$ cat src/rtl/serial_alu_core_if.sv
// Instruction handshake bundle between a requester (master) and serial_alu_core (slave).
// Carries the instruction word, its valid/ready pair and the completion/abort pulses.
interface serial_alu_core_if #(
  parameter int unsigned OP_WIDTH = 2,
  parameter int unsigned AW       = 2
);
  logic [OP_WIDTH+3*AW-1:0] i_instr;
  logic                     i_instr_valid;
  logic                     o_instr_ready;
  logic                     o_done;
  logic                     o_timeout;

  modport master (
    output i_instr, i_instr_valid,
    input  o_instr_ready, o_done, o_timeout
  );

  modport slave (
    input  i_instr, i_instr_valid,
    output o_instr_ready, o_done, o_timeout
  );
endinterface

$ cat src/rtl/serial_alu_core.sv
// Serial core: register bank plus an SPI-style offload link to an external ALU.
// Define SERIAL_ALU_CORE_TIMEOUT_EN to compile in the ALU response watchdog.
module serial_alu_core #(
  parameter int unsigned DATA_WIDTH     = 8,
  parameter int unsigned REG_COUNT      = 4,
  parameter int unsigned OP_WIDTH       = 2,
  parameter int unsigned TIMEOUT_CYCLES = 16,
  localparam int unsigned AW            = $clog2(REG_COUNT)
) (
  input  logic                  i_clock,
  input  logic                  i_reset,
  serial_alu_core_if.slave      instr_if,
  input  logic                  i_dbg_we,
  input  logic [AW-1:0]         i_dbg_addr,
  input  logic [DATA_WIDTH-1:0] i_dbg_wdata,
  output logic [DATA_WIDTH-1:0] o_dbg_rdata,
  output logic                  o_spi_sclk,
  output logic                  o_spi_nss,
  output logic                  o_spi_mosi,
  input  logic                  i_spi_miso
);
  localparam int unsigned IW = OP_WIDTH + 3 * AW;
  localparam int unsigned P  = OP_WIDTH + 2 * DATA_WIDTH;
  localparam int unsigned CW = $clog2(P);

  typedef enum logic [2:0] {
    StIdle, StLoad, StStart, StSend, StWait, StRecv, StWb, StAbort
  } state_e;

  state_e                state_q, state_d;
  logic [IW-1:0]         instr_q, instr_d;
  logic [P-1:0]          pkt_q, pkt_d;
  logic [DATA_WIDTH-1:0] res_q, res_d;
  logic [CW-1:0]         cnt_q, cnt_d;
  logic [DATA_WIDTH-1:0] regs_q [REG_COUNT];
  logic [DATA_WIDTH-1:0] regs_d [REG_COUNT];
  logic                  ready, done, nss, mosi;
  logic [OP_WIDTH-1:0]   op;
  logic [AW-1:0]         rs1, rs2, rd;

`ifdef SERIAL_ALU_CORE_TIMEOUT_EN
  localparam int unsigned TW = $clog2(TIMEOUT_CYCLES + 1);
  logic [TW-1:0] wdog_q, wdog_d;
  logic          timeout;
`endif

  assign op  = instr_q[IW-1:3*AW];
  assign rs1 = instr_q[3*AW-1:2*AW];
  assign rs2 = instr_q[2*AW-1:AW];
  assign rd  = instr_q[AW-1:0];

  always_comb begin
    state_d = state_q;
    instr_d = instr_q;
    pkt_d   = pkt_q;
    res_d   = res_q;
    cnt_d   = cnt_q;
    regs_d  = regs_q;
    ready   = 1'b0;
    done    = 1'b0;
    nss     = 1'b1;
    mosi    = 1'b0;
`ifdef SERIAL_ALU_CORE_TIMEOUT_EN
    wdog_d  = wdog_q;
    timeout = 1'b0;
`endif
    unique case (state_q)
      StIdle: begin
        ready = 1'b1;
        // r0 is never written, so it keeps reading as zero
        if (i_dbg_we && (i_dbg_addr != '0)) regs_d[i_dbg_addr] = i_dbg_wdata;
        if (instr_if.i_instr_valid) begin
          instr_d = instr_if.i_instr;
          state_d = StLoad;
        end
      end
      StLoad: begin
        pkt_d   = {regs_q[rs2], regs_q[rs1], op};
        state_d = StStart;
      end
      StStart: begin
        nss     = 1'b0;
        mosi    = 1'b1;
        state_d = StSend;
      end
      StSend: begin
        nss   = 1'b0;
        mosi  = pkt_q[0];
        pkt_d = pkt_q >> 1;
        if (cnt_q == CW'(P - 1)) begin
          cnt_d   = '0;
          state_d = StWait;
        end else begin
          cnt_d = cnt_q + CW'(1);
        end
      end
      StWait: begin
        nss = 1'b0;
        if (i_spi_miso) begin
          state_d = StRecv;
`ifdef SERIAL_ALU_CORE_TIMEOUT_EN
          wdog_d  = '0;
        end else if (wdog_q == TW'(TIMEOUT_CYCLES - 1)) begin
          state_d = StAbort;
          wdog_d  = '0;
        end else begin
          wdog_d = wdog_q + TW'(1);
`endif
        end
      end
      StRecv: begin
        nss   = 1'b0;
        res_d = {i_spi_miso, res_q[DATA_WIDTH-1:1]};
        if (cnt_q == CW'(DATA_WIDTH - 1)) begin
          cnt_d   = '0;
          state_d = StWb;
        end else begin
          cnt_d = cnt_q + CW'(1);
        end
      end
      StWb: begin
        done = 1'b1;
        if (rd != '0) regs_d[rd] = res_q;
        state_d = StIdle;
      end
`ifdef SERIAL_ALU_CORE_TIMEOUT_EN
      StAbort: begin
        timeout = 1'b1;
        state_d = StIdle;
      end
`endif
      default: state_d = StIdle;
    endcase
  end

  always_ff @(posedge i_clock or negedge i_reset) begin
    if (!i_reset) begin
      state_q <= StIdle;
      instr_q <= '0;
      pkt_q   <= '0;
      res_q   <= '0;
      cnt_q   <= '0;
      regs_q  <= '{default: '0};
`ifdef SERIAL_ALU_CORE_TIMEOUT_EN
      wdog_q  <= '0;
`endif
    end else begin
      state_q <= state_d;
      instr_q <= instr_d;
      pkt_q   <= pkt_d;
      res_q   <= res_d;
      cnt_q   <= cnt_d;
      regs_q  <= regs_d;
`ifdef SERIAL_ALU_CORE_TIMEOUT_EN
      wdog_q  <= wdog_d;
`endif
    end
  end

  assign instr_if.o_instr_ready = ready;
  assign instr_if.o_done        = done;
`ifdef SERIAL_ALU_CORE_TIMEOUT_EN
  assign instr_if.o_timeout     = timeout;
`else
  assign instr_if.o_timeout     = 1'b0;
`endif
  assign o_dbg_rdata = regs_q[i_dbg_addr];
  assign o_spi_sclk  = i_clock;
  assign o_spi_nss   = nss;
  assign o_spi_mosi  = mosi;
endmodule

$ cat src/flat_wrapper.sv
// flat-port wrapper written by rule: the top's interface ports become plain ports
module serial_alu_core_flat 
#(
  parameter int unsigned DATA_WIDTH     = 8,
  parameter int unsigned REG_COUNT      = 4,
  parameter int unsigned OP_WIDTH       = 2,
  parameter int unsigned TIMEOUT_CYCLES = 16,
  localparam int unsigned AW            = $clog2(REG_COUNT)
)
  (i_clock, i_reset, i_dbg_we, i_dbg_addr, i_dbg_wdata, o_dbg_rdata, o_spi_sclk, o_spi_nss, o_spi_mosi, i_spi_miso, instr_if_i_instr, instr_if_i_instr_valid, instr_if_o_instr_ready, instr_if_o_done, instr_if_o_timeout);
  serial_alu_core_if #(.OP_WIDTH(OP_WIDTH), .AW((2))) instr_if_i ();
  input  logic i_clock;
  input  logic i_reset;
  input  logic i_dbg_we;
  input  logic [AW-1:0] i_dbg_addr;
  input  logic [DATA_WIDTH-1:0] i_dbg_wdata;
  output logic [DATA_WIDTH-1:0] o_dbg_rdata;
  output logic o_spi_sclk;
  output logic o_spi_nss;
  output logic o_spi_mosi;
  input  logic i_spi_miso;
  input wire logic [$bits(instr_if_i.i_instr)-1:0] instr_if_i_instr;
  input wire logic [$bits(instr_if_i.i_instr_valid)-1:0] instr_if_i_instr_valid;
  output wire logic [$bits(instr_if_i.o_instr_ready)-1:0] instr_if_o_instr_ready;
  output wire logic [$bits(instr_if_i.o_done)-1:0] instr_if_o_done;
  output wire logic [$bits(instr_if_i.o_timeout)-1:0] instr_if_o_timeout;
  assign instr_if_i.i_instr = instr_if_i_instr;
  assign instr_if_i.i_instr_valid = instr_if_i_instr_valid;
  assign instr_if_o_instr_ready = instr_if_i.o_instr_ready;
  assign instr_if_o_done = instr_if_i.o_done;
  assign instr_if_o_timeout = instr_if_i.o_timeout;
  serial_alu_core #(.DATA_WIDTH(DATA_WIDTH), .REG_COUNT(REG_COUNT), .OP_WIDTH(OP_WIDTH), .TIMEOUT_CYCLES(TIMEOUT_CYCLES)) u_core (.i_clock(i_clock), .i_reset(i_reset), .instr_if(instr_if_i), .i_dbg_we(i_dbg_we), .i_dbg_addr(i_dbg_addr), .i_dbg_wdata(i_dbg_wdata), .o_dbg_rdata(o_dbg_rdata), .o_spi_sclk(o_spi_sclk), .o_spi_nss(o_spi_nss), .o_spi_mosi(o_spi_mosi), .i_spi_miso(i_spi_miso));
endmodule
$ cat config.mk
export PLATFORM = sky130hd
export DESIGN_NAME = serial_alu_core_flat
export DESIGN_NICKNAME = d
export VERILOG_FILES = /design/src/rtl/serial_alu_core_if.sv /design/src/rtl/serial_alu_core.sv /design/src/flat_wrapper.sv
export SDC_FILE = /design/constraint.sdc
export NUM_CORES = 1
export LEC_CHECK = 0
export CAP_MARGIN = 40
export CORE_MARGIN = 4
export CORE_UTILIZATION = 52
export DETAILED_ROUTE_END_ITERATION = 12
export GPL_TIMING_DRIVEN = 0
export PLACE_DENSITY = 0.77
export RECOVER_POWER = 50
export SYNTH_ARGS = -nofsm -noshare
export SYNTH_HDL_FRONTEND = slang
export SYNTH_SLANG_ARGS = --single-unit
export TNS_END_PERCENT = 20
$ cat constraint.sdc
create_clock -name i_clock -period 1.5 [get_ports i_clock]
set_input_delay 0.3 -clock i_clock [delete_from_list [all_inputs] [get_ports i_clock]]
set_output_delay 0.3 -clock i_clock [all_outputs]
set_load 0.05 [all_outputs]
==> metrics.txt, run 1 <==
status finished with violations; failing checks negative setup slack; Crit Reg-Reg Startpoint u_core.state_q[1]; final wirelength 10830 um; Hold Path End u_core.instr_q[3]; IR drop worst, VDD 1.161 mV; Worst EP required 1200 ps; clock-pin slew on the worst setup and hold paths 70 ps; number of global-route vias before repair 3208; ANT nets after route 0; Reg2Reg Depth 7; commonest non-fill, non-tap cells in the layout 71 x dfrtp_1, 51 x buf_4, 24 x mux4_2; RSZ-0062 raised after global routing yes; global-route wire length before repair 16480 um; Fmax 0.5381 GHz; Post-Place Setup Slack -1206 ps; Ys Warns 0; most common cell after layout, fill and taps aside dfrtp_1; Post-synth EDFFs 0; starting density of the core 53.79%; DP Area 4451 um^2; Leak 2.739 nW; Die H 94.62 um; die width 94.62 um; vias 3230; post-synthesis cell count 327; via/cell ratio 5.981; row cnt 31; worst relative slew slack 40.01%; Worst Max-Slew Pin Slew 899.8 ps; grt ovf 0; final setup margin -358.5 ps; Design Area, Final 5378 um^2; clock skew 8.765 ps; non-filler cells, final 540; PwrDens 1433 nW/um^2; Setup Crit Path Kind reg2out; Fin. Hold Viols 0; Placer Congestion 0.7615; Routed met3 length 719 um; share of cells above drive strength 1 37.41%; HPWL after detailed placement 6411 um; reg2reg setup slack -220 ps; ys async rst share 100.0%; met1 wire length 4321 um; TritonCTS clock tree yes; sequential element share of the synthesized area 47.47%; area grow syn2layout 37.84%; start point of the worst hold path instr_if_i_instr[3]; Core Region 7253 um^2; fillers 465; Top FF cell, synth dfrtp_1; die area 8952 um^2; top routing layer used met4; MaxCap Viol Count 0; Final setup viols 48; RR Endpoint u_core.regs_q[8]; Detail Route met2 WL 5507 um; synth unique cells 43; setup_tns -9151 ps; # IOs 37; # nets final 461; Setup crit end kind primary output; hold_ws 462.1 ps; final max-slew violation count 0; Routed wire per std cell 20.05 um; initial antenna violation count 0; fin crit share 123.9%; Iter 0 DRT Violations 303; PortBufs 35; largest net degree at the start of global routing 40; Post-Syn Nets 352; TritonRoute pass-1 iters 5; DP Cell Count 462; WHS Path Cells 2; HP Class in2reg; n_diodes 0; GRT Total Usage 24.56%; crit path DAT 1560 ps; flops & latches, synth 74; crit path launch type register; synthesized cell area 3901 um^2; fin crit period 1858 ps; DRC 0; Synth Area per Inst 11.93 um^2; CP Max Fanout 2; clk_lat worst skew 460 ps
synthesized netlist by cell type (all sizes together), types with 2 or more instances:
master,instances,area (um^2)
buf,20,112.6
a22o,22,192.7
nor3b,2,37.54
o21a,2,15.01
mux4,24,540.5
o21ai,6,30.03
inv,6,22.52
and3b,3,26.28
and3,3,18.77
o22ai,2,12.51
a21oi,22,110.1
nor2,25,101.4
ha,2,25.02
a21o,22,165.2
mux2i,19,190.2
nand3,5,25.02
clkbuf,13,50.04
nand3b,4,42.54
nand2,24,90.09
mux2,8,90.09
nor3,3,15.01
dfrtp,74,1852
power breakdown:
part,switching (mW),total [mW],internal [mW]
sequential,0.357,2.83,2.47
clock,0.893,2.03,1.14
combinational,1.39,2.85,1.46
total,2.64,7.71,5.06
routing by layer:
| metal | GRT usage [%] | vias up |
|---|---|---|
| met1 | 31.93 | 1632 |
| met2 | 40.87 | 136 |
| met4 | 8.173 | 0 |
| met5 | 0 | - |
| li1 | - | 1430 |
| met3 | 5.578 | 32 |
critical path, cell delays in order (launching register included):
cell	delay [ps]
dfrtp_1	420
mux4_2	510
buf_6	170
registers in the layout (all words and copies together) (netlist names):
register        cells
u_core.regs_q      32
u_core.state_q      3
u_core.instr_q      8
u_core.pkt_q       18
u_core.res_q        8
u_core.cnt_q        5
what timing repair did:
action,in CTS,in global routing
setup buffers,41,15
gates cloned,2,0
hold endpoints to repair,35,0
hold buffers,1,0
resized for setup,126,28
pin swaps,20,9
endpoints found under the setup margin,60,70
logic make-up after synthesis:
kind of cell / count (synthesis) / synth area share, %
buffers and inverters: 39 / 4.746
AND/OR/NAND/NOR: 75 / 10.46
AO/OA/AOI/OAI: 84 / 15.33
flip-flops: 74 / 47.47
multiplexers: 51 / 21.04
adder cells (fa/ha/maj): 2 / 0.6413
other: 1 / 0.09612
XOR/XNOR: 1 / 0.2245
cell type report:
type                            instances  area [um^2]  area share (%)
Multi-Input combinational cell        214         2024           37.65
Sequential cell                        74         1856           34.50
Timing Repair Buffer                   94        820.8           15.26
Buffer                                 33        274.0           5.095
Clock buffer                           18        219.0           4.072
Tap cell                               99        123.9           2.303
Clock inverter                          2        35.03          0.6515
Inverter                                6        25.02          0.4653
stage by stage:
stage	power, mW	utilization [%]
after floorplan	4.525	-
after global placement	5.095	61.12
after detailed placement	5.201	61.36
after CTS	7.314	71.40
after global routing	8.096	74.14
final	7.706	74.14
how the worst max path moves through the flow:
| stage | slack (ps) | startpoint | endpoint |
|---|---|---|---|
| after floorplan | -230 | u_core.state_q[1] | u_core.instr_q[0] |
| after global placement | -2730 | i_reset | u_core.state_q[2] |
| after detailed placement | -1210 | i_dbg_addr[1] | o_dbg_rdata[5] |
| after CTS | -330 | u_core.regs_q[4] | o_dbg_rdata[4] |
| after global routing | -400 | u_core.regs_q[13] | o_dbg_rdata[5] |
| final | -360 | u_core.regs_q[7] | o_dbg_rdata[7] |
(Power assumes the default switching activity.)
==> run 2, diff against run 1 <==
--- a/config.mk
+++ b/config.mk
@@ -8,6 +8,7 @@
 export CAP_MARGIN = 40
 export CORE_MARGIN = 4
 export CORE_UTILIZATION = 52
+export CTS_CLUSTER_SIZE = 40
 export DETAILED_ROUTE_END_ITERATION = 12
 export GPL_TIMING_DRIVEN = 0
 export PLACE_DENSITY = 0.77
==> results of run 2 <==
The final DEF is identical to that of run 1; final timing and power are the same.
